<file path="src/rtl/alu_arbiter_if.sv">
// alu_arbiter_if: bundles the two request channels, the ALU drive/return and
//   the two response channels of the shared-ALU arbiter.
// Ports (via modports): slave = arbiter side, master = requesters + ALU side.
//   req0_*/req1_* : valid/ready op channels with operands a/b and select
//   alu_*         : operands/select out to the ALU, result/flags back
//   rsp0_*/rsp1_* : valid/ready result channels; rsp_data/rsp_flags/psr shared
interface alu_arbiter_if #(
  parameter int DATA_WIDTH = 16,
  parameter int SEL_WIDTH  = 4
);
  logic                  req0_valid;
  logic                  req0_ready;
  logic [DATA_WIDTH-1:0] req0_a;
  logic [DATA_WIDTH-1:0] req0_b;
  logic [SEL_WIDTH-1:0]  req0_sel;

  logic                  req1_valid;
  logic                  req1_ready;
  logic [DATA_WIDTH-1:0] req1_a;
  logic [DATA_WIDTH-1:0] req1_b;
  logic [SEL_WIDTH-1:0]  req1_sel;

  logic [DATA_WIDTH-1:0] alu_a;
  logic [DATA_WIDTH-1:0] alu_b;
  logic [SEL_WIDTH-1:0]  alu_select;
  logic [DATA_WIDTH-1:0] alu_out;
  logic [4:0]            alu_flags;

  logic                  rsp0_valid;
  logic                  rsp0_ready;
  logic                  rsp1_valid;
  logic                  rsp1_ready;
  logic [DATA_WIDTH-1:0] rsp_data;
  logic [4:0]            rsp_flags;
  logic [4:0]            psr;

  modport slave (
    input  req0_valid, req0_a, req0_b, req0_sel,
    output req0_ready,
    input  req1_valid, req1_a, req1_b, req1_sel,
    output req1_ready,
    output alu_a, alu_b, alu_select,
    input  alu_out, alu_flags,
    output rsp0_valid, rsp1_valid, rsp_data, rsp_flags, psr,
    input  rsp0_ready, rsp1_ready
  );

  modport master (
    output req0_valid, req0_a, req0_b, req0_sel,
    input  req0_ready,
    output req1_valid, req1_a, req1_b, req1_sel,
    input  req1_ready,
    input  alu_a, alu_b, alu_select,
    output alu_out, alu_flags,
    input  rsp0_valid, rsp1_valid, rsp_data, rsp_flags, psr,
    output rsp0_ready, rsp1_ready
  );
endinterface

</file>
<file path="src/rtl/alu_arbiter.sv">
// Purpose: round-robin share of one combinational ALU between requester 0 (CPU) and 1 (aux/debug).
// Latency: op accepted in cycle T -> registered result with rsp_valid in T+2; 3 cycles min per op.
// Backpressure: req ready only in IDLE; response held stable until its own rsp_ready.
// Ports:
//   clk, reset : single clock, synchronous active-high reset
//   bus        : alu_arbiter_if.slave (request channels, ALU drive/return, response channels, psr)
module alu_arbiter #(
  parameter int DATA_WIDTH = 16,
  parameter int SEL_WIDTH  = 4
) (
  input  logic         clk,
  input  logic         reset,
  alu_arbiter_if.slave bus
);

  localparam logic [SEL_WIDTH-1:0] SEL_ADD = SEL_WIDTH'(0);
  localparam logic [SEL_WIDTH-1:0] SEL_SUB = SEL_WIDTH'(1);

  typedef enum logic [1:0] {IDLE, ISSUE, RESP} state_t;

  typedef struct packed {
    logic                  id;
    logic [SEL_WIDTH-1:0]  sel;
    logic [DATA_WIDTH-1:0] a;
    logic [DATA_WIDTH-1:0] b;
  } op_t;

  state_t state;
  op_t    op;
  logic   rr_ptr;     // requester that wins when both are valid
  logic   grant;
  logic   any_valid;

  assign any_valid = bus.req0_valid || bus.req1_valid;

  always_comb begin
    grant = 1'b0;
    if (bus.req0_valid && bus.req1_valid) grant = rr_ptr;
    else                                  grant = bus.req1_valid;
  end

  // Ready is combinational so an op is accepted the same cycle it is granted.
  assign bus.req0_ready = (state == IDLE) && any_valid && !grant;
  assign bus.req1_ready = (state == IDLE) && any_valid &&  grant;

  // ALU sees only the latched op, so its inputs never move between ops.
  assign bus.alu_a      = op.a;
  assign bus.alu_b      = op.b;
  assign bus.alu_select = op.sel;

  always_ff @(posedge clk) begin
    if (reset) begin
      state          <= IDLE;
      op             <= '0;
      rr_ptr         <= 1'b0;
      bus.rsp0_valid <= 1'b0;
      bus.rsp1_valid <= 1'b0;
      bus.rsp_data   <= '0;
      bus.rsp_flags  <= '0;
      bus.psr        <= '0;
    end else begin
      case (state)
        IDLE: begin
          if (any_valid) begin
            op.id  <= grant;
            op.a   <= grant ? bus.req1_a   : bus.req0_a;
            op.b   <= grant ? bus.req1_b   : bus.req0_b;
            op.sel <= grant ? bus.req1_sel : bus.req0_sel;
            rr_ptr <= ~grant;
            state  <= ISSUE;
          end
        end
        ISSUE: begin
          bus.rsp_data  <= bus.alu_out;
          bus.rsp_flags <= bus.alu_flags;
          // Only arithmetic ops define the processor status flags.
          if (op.sel == SEL_ADD || op.sel == SEL_SUB) bus.psr <= bus.alu_flags;
          bus.rsp0_valid <= !op.id;
          bus.rsp1_valid <=  op.id;
          state          <= RESP;
        end
        RESP: begin
          // Only the owning requester's ready completes the response.
          if (op.id ? bus.rsp1_ready : bus.rsp0_ready) begin
            bus.rsp0_valid <= 1'b0;
            bus.rsp1_valid <= 1'b0;
            state          <= IDLE;
          end
        end
        default: state <= IDLE;
      endcase
    end
  end

endmodule

</file>
<file path="src/flat_wrapper.sv">
// flat-port wrapper written by rule: the top's interface ports become plain ports
module alu_arbiter_flat 
#(
  parameter int DATA_WIDTH = 16,
  parameter int SEL_WIDTH  = 4
)
  (clk, reset, bus_req0_valid, bus_req0_a, bus_req0_b, bus_req0_sel, bus_req0_ready, bus_req1_valid, bus_req1_a, bus_req1_b, bus_req1_sel, bus_req1_ready, bus_alu_a, bus_alu_b, bus_alu_select, bus_alu_out, bus_alu_flags, bus_rsp0_valid, bus_rsp1_valid, bus_rsp_data, bus_rsp_flags, bus_psr, bus_rsp0_ready, bus_rsp1_ready);
  alu_arbiter_if #(.DATA_WIDTH(DATA_WIDTH), .SEL_WIDTH(SEL_WIDTH)) bus_i ();
  input  logic clk;
  input  logic reset;
  input wire logic [$bits(bus_i.req0_valid)-1:0] bus_req0_valid;
  input wire logic [$bits(bus_i.req0_a)-1:0] bus_req0_a;
  input wire logic [$bits(bus_i.req0_b)-1:0] bus_req0_b;
  input wire logic [$bits(bus_i.req0_sel)-1:0] bus_req0_sel;
  output wire logic [$bits(bus_i.req0_ready)-1:0] bus_req0_ready;
  input wire logic [$bits(bus_i.req1_valid)-1:0] bus_req1_valid;
  input wire logic [$bits(bus_i.req1_a)-1:0] bus_req1_a;
  input wire logic [$bits(bus_i.req1_b)-1:0] bus_req1_b;
  input wire logic [$bits(bus_i.req1_sel)-1:0] bus_req1_sel;
  output wire logic [$bits(bus_i.req1_ready)-1:0] bus_req1_ready;
  output wire logic [$bits(bus_i.alu_a)-1:0] bus_alu_a;
  output wire logic [$bits(bus_i.alu_b)-1:0] bus_alu_b;
  output wire logic [$bits(bus_i.alu_select)-1:0] bus_alu_select;
  input wire logic [$bits(bus_i.alu_out)-1:0] bus_alu_out;
  input wire logic [$bits(bus_i.alu_flags)-1:0] bus_alu_flags;
  output wire logic [$bits(bus_i.rsp0_valid)-1:0] bus_rsp0_valid;
  output wire logic [$bits(bus_i.rsp1_valid)-1:0] bus_rsp1_valid;
  output wire logic [$bits(bus_i.rsp_data)-1:0] bus_rsp_data;
  output wire logic [$bits(bus_i.rsp_flags)-1:0] bus_rsp_flags;
  output wire logic [$bits(bus_i.psr)-1:0] bus_psr;
  input wire logic [$bits(bus_i.rsp0_ready)-1:0] bus_rsp0_ready;
  input wire logic [$bits(bus_i.rsp1_ready)-1:0] bus_rsp1_ready;
  assign bus_i.req0_valid = bus_req0_valid;
  assign bus_i.req0_a = bus_req0_a;
  assign bus_i.req0_b = bus_req0_b;
  assign bus_i.req0_sel = bus_req0_sel;
  assign bus_req0_ready = bus_i.req0_ready;
  assign bus_i.req1_valid = bus_req1_valid;
  assign bus_i.req1_a = bus_req1_a;
  assign bus_i.req1_b = bus_req1_b;
  assign bus_i.req1_sel = bus_req1_sel;
  assign bus_req1_ready = bus_i.req1_ready;
  assign bus_alu_a = bus_i.alu_a;
  assign bus_alu_b = bus_i.alu_b;
  assign bus_alu_select = bus_i.alu_select;
  assign bus_i.alu_out = bus_alu_out;
  assign bus_i.alu_flags = bus_alu_flags;
  assign bus_rsp0_valid = bus_i.rsp0_valid;
  assign bus_rsp1_valid = bus_i.rsp1_valid;
  assign bus_rsp_data = bus_i.rsp_data;
  assign bus_rsp_flags = bus_i.rsp_flags;
  assign bus_psr = bus_i.psr;
  assign bus_i.rsp0_ready = bus_rsp0_ready;
  assign bus_i.rsp1_ready = bus_rsp1_ready;
  alu_arbiter #(.DATA_WIDTH(DATA_WIDTH), .SEL_WIDTH(SEL_WIDTH)) u_core (.clk(clk), .reset(reset), .bus(bus_i));
endmodule
</file>
<file path="config.mk">
export PLATFORM = sky130hd
export DESIGN_NAME = alu_arbiter_flat
export DESIGN_NICKNAME = d
export VERILOG_FILES = /design/src/rtl/alu_arbiter_if.sv /design/src/rtl/alu_arbiter.sv /design/src/flat_wrapper.sv
export SDC_FILE = /design/constraint.sdc
export NUM_CORES = 1
export LEC_CHECK = 0
export BUFFER_PORTS_ARGS = -buffer_cell sky130_fd_sc_hd__buf_2
export CAP_MARGIN = 20
export CORE_UTILIZATION = 41
export CTS_CLUSTER_SIZE = 24
export DETAILED_ROUTE_END_ITERATION = 10
export GPL_TIMING_DRIVEN = 0
export PLACE_DENSITY = 0.85
export SYNTH_ARGS = -nofsm -noshare
export SYNTH_HDL_FRONTEND = slang
export SYNTH_SLANG_ARGS = --single-unit
</file>
<file path="constraint.sdc">
create_clock -name clk -period 1.3 [get_ports clk]
set_input_delay 0.13 -clock clk [delete_from_list [all_inputs] [get_ports clk]]
set_output_delay 0.13 -clock clk [all_outputs]
set_load 0.01 [all_outputs]
</file>
==> flow_summary_export.csv <==
group,metric,value,unit
yosys,netlist_area,3140,µm²
layout,syn_to_final_growth,61.5,%
cts,insertion_delay,330,ps
place,dp_cells,653,
worst_setup_path,max_stage_delay,330,ps
floorplan,core_area,7330,µm²
worst_setup_path,end_kind,"output pin",
worst_setup_path,r2r-start,"u_core.state[0]",
floorplan,start_util,42.8,%
grt,use_met2,44.8,%
routing,drtIter0Drc,97,
layout,drive_above_1_share,57.1,%
sta,finalWorstSetupSlack,-179,ps
routing,post_drt_wl_per_cell,14.7,µm
yosys,synth_simple_gate_area_share,21.2,%
yosys,synthXorXnorAreaFrac,0,%
floorplan,die_h,89.5,µm
hold_path,whs_endpoint,"u_core.bus.rsp_data[15]",
worst_setup_path,cp_max_fo,4,
power,max-vdd-ir-drop,0.000672,V
cts,cts.htree.levels,3,
worst_setup_path,reg2regPathDepth,7,
routing,viasPerCell,5.17,
floorplan,ios,165,
yosys,ys_warn_count,0,
worst_setup_path,crit_top_cell,"buf_6",
run,maxCapViolCount,0,
sta,fmax,0.676,GHz
sta,fin_hold_ws,27.9,ps
layout,mostFrequentLayoutCell,"buf_2",
sta,slew_viol_final,0,
worst_setup_path,crit_slowest_cell,"dfxtp_2",
worst_setup_path,path_class,"flip-flop to output pin",
sta,rsz0062_at_grt,"true",
floorplan,rows,31,
sta,tightestPinTransition,862,ps
sta,timing.final.crit_share,114,%
routing,dr.pass1.iters,4,
yosys,ys_ff_latch,68,
routing,ant_nets,0,
worst_setup_path,reg2reg_slack,-130,ps
grt,grt_start_max_net_pins,14,
yosys,synth_top_family_by_area,"simple AND/OR/NAND/NOR gates",
floorplan,die_x,89.5,µm
yosys,synthMuxAreaShare,0.319,%
floorplan,dieArea,8010,µm²
hold_path,min_from,"bus_alu_out[15]",
sta,hold_viol,0,
layout,layout.nets,693,
grt,grt_overflow,0,
cts,ctsLongestPathBuffers,2,
layout,layout.cells.non_filler,698,
routing,wl,10300,µm
place,hpwl,6860,µm
run_status,outcome,"complete, but fails checks",
place,gp_congestion,0.856,
cts,clockRootBuffer,"clkbuf_8",
sta,clock_skew,8.43,ps
routing,vias,3608,
hold_path,hold_path.class,"input pin to flip-flop",
hold_path,hold_depth,3,
worst_setup_path,cp-start-kind,"flip-flop",
layout,mostFrequentLayoutCells,"162 x buf_2, 62 x dfxtp_1, 55 x buf_4, 52 x nand3_1, 42 x nand2_1",
grt,top_usage_layer,"met2",
yosys,synth_compound_area_share,20.1,%
routing,drc_errors,0,
power,p_leak,2.29,nW
yosys,syn_nets,489,
run_status,violations,"negative setup slack",
grt,grtUsageTotal,24.7,%
cts,cts_sinks,68,
grt,grt_pass1_wl,15200,µm
place,port_buffers,164,
worst_setup_path,crit_arrival,1350,ps
grt,grtUsageMet3,5.08,%
sta,setup_violations,44,
sta,tns,-3110,ps
yosys,syn_avg_cell_area,8.05,µm²
layout,antenna-diode-count,0,
worst_setup_path,worstPathRequired,1170,ps
cts,numCtsBuffers,9,
worst_setup_path,r2r-end,"u_core.bus.alu_select[0]",
grt,antenna_found_initial,0,
place,dp_slack,-284,ps
cts,clk_pin_slew_worst_paths,80,ps
yosys,yosysUniqueCellTypes,28,
sta,slew_headroom,42.6,%
yosys,synth-seq-area-share,43.4,%
worst_setup_path,path_cells,"buf_6 > nor3b_4 > buf_6 > nand2_4 > inv_2 > buf_6",
grt,gr-usage-met1,28.9,%
sta,period_minus_slack,1480,ps
yosys,netlist_instances,390,
cts,cts_tree,"built",
yosys,synthAdderAreaFrac,0,%
grt,grt_pass1_vias,3377,
power,power_density,1210,nW/µm²
-- worst max-delay path by stage --
stage | start | end | slack (ps) | depth (start not counted)
4_1_cts | u_core.state[0] | bus_req1_ready | -190 | 6
3_5_place_dp | u_core.state[0] | bus_req0_ready | -280 | 6
6_report | u_core.state[0] | bus_req1_ready | -180 | 6
3_3_place_gp | u_core.state[0] | bus_req0_ready | -270 | 6
2_1_floorplan | u_core.state[1] | u_core.bus.psr[4] | -6 | 4
5_1_grt | u_core.state[0] | bus_req1_ready | -260 | 6
-- critical path, delay by kind of cell, from the launching register on --
family,cells,cell delay (ps)
buffers and inverters,4,420
AND/OR/NAND/NOR,2,280
flip-flops,1,330
-- kinds of logic after synthesis --
family / after synthesis
and+or+nand+nor: 134
AOI/OAI and AO/OA: 114
buffers and inverters: 73
DFF: 68
muxes: 1
-- state kept, by name, indices dropped and copies added, names as in the netlist --
register,flops
u_core.state,2
u_core.rr_ptr,1
u_core.bus.alu_select,4
u_core.bus.rsp_data,16
u_core.bus.alu_a,16
u_core.bus.psr,5
u_core.op,1
u_core.bus.rsp_flags,5
u_core.bus.alu_b,16
u_core.bus.rsp1_valid,1
u_core.bus.rsp0_valid,1
-- routing by layer --
metal  share of wire, %  vias to the layer above
met5                  0                        -
met4                1.1                        0
met3                6.0                       13
met2                 52                      145
met1                 41                     1688
li1                   -                     1762
-- through the flow --
step / instance area, µm² / utilization [%] / power (W)
final: 5070 / 69.1 / 0.00614
after global routing: 5070 / 69.1 / 0.00642
after CTS: 4820 / 65.8 / 0.00600
after detailed placement: 4080 / 55.7 / 0.00368
after global placement: 4080 / 55.7 / 0.00364
after floorplan: 3140 / - / 0.00317
-- cell type report --
cell class / instances / area (µm²)
Multi-Input combinational cell: 249 / 1620
Clock inverter: 7 / 98.8
Buffer: 67 / 529
Inverter: 2 / 7.51
Clock buffer: 9 / 124
Tap cell: 99 / 124
Sequential cell: 68 / 1370
Timing Repair Buffer: 197 / 1200
Fill cell: 576 / 2260
-- cells in the mapped netlist --
library cell   n  area [µm²]
nand3_1       72         360
dfxtp_1       68        1360
nand2_1       44         165
o21ai_0       42         210
a31oi_1       36         225
buf_4         36         270
a21oi_1       29         145
clkbuf_1      16        60.1
buf_2         12        60.1
buf_6          6        67.6
nand3b_1       6        45.0
nor2_1         3        11.3
o21ai_1        3        15.0
inv_1          2        7.51
nand2b_1       2        12.5
a2111oi_0      1        8.76
a21boi_2       1        11.3
a221oi_1       1        8.76
clkbuf_2       1        5.00
mux2i_1        1        10.0
nor2_2         1        6.26
nor2b_1        1        6.26
nor3_1         1        5.00
nor3b_4        1        18.8
nor4b_2        1        15.0
o21bai_1       1        7.51
or2_1          1        6.26
or4b_4         1        13.8
-- what timing repair did --
| item | CTS | global route |
|---|---|---|
| gates cloned | 3 | 1 |
| pin swaps | 32 | 51 |
| hold buffers | 0 | 0 |
| resized for setup | 89 | 94 |
| buffers inserted | 22 | 10 |
| endpoints found under the setup margin | 68 | 68 |
-- power by group --
part	internal (W)	switching, W	leakage (nW)
Sequential	0.00226	0.000122	0.561
Clock	0.00109	0.000870	0.110
Combinational	0.000922	0.000863	1.62
Total	0.00428	0.00186	2.29
Note: power is estimated with default switching activity, not from simulation.
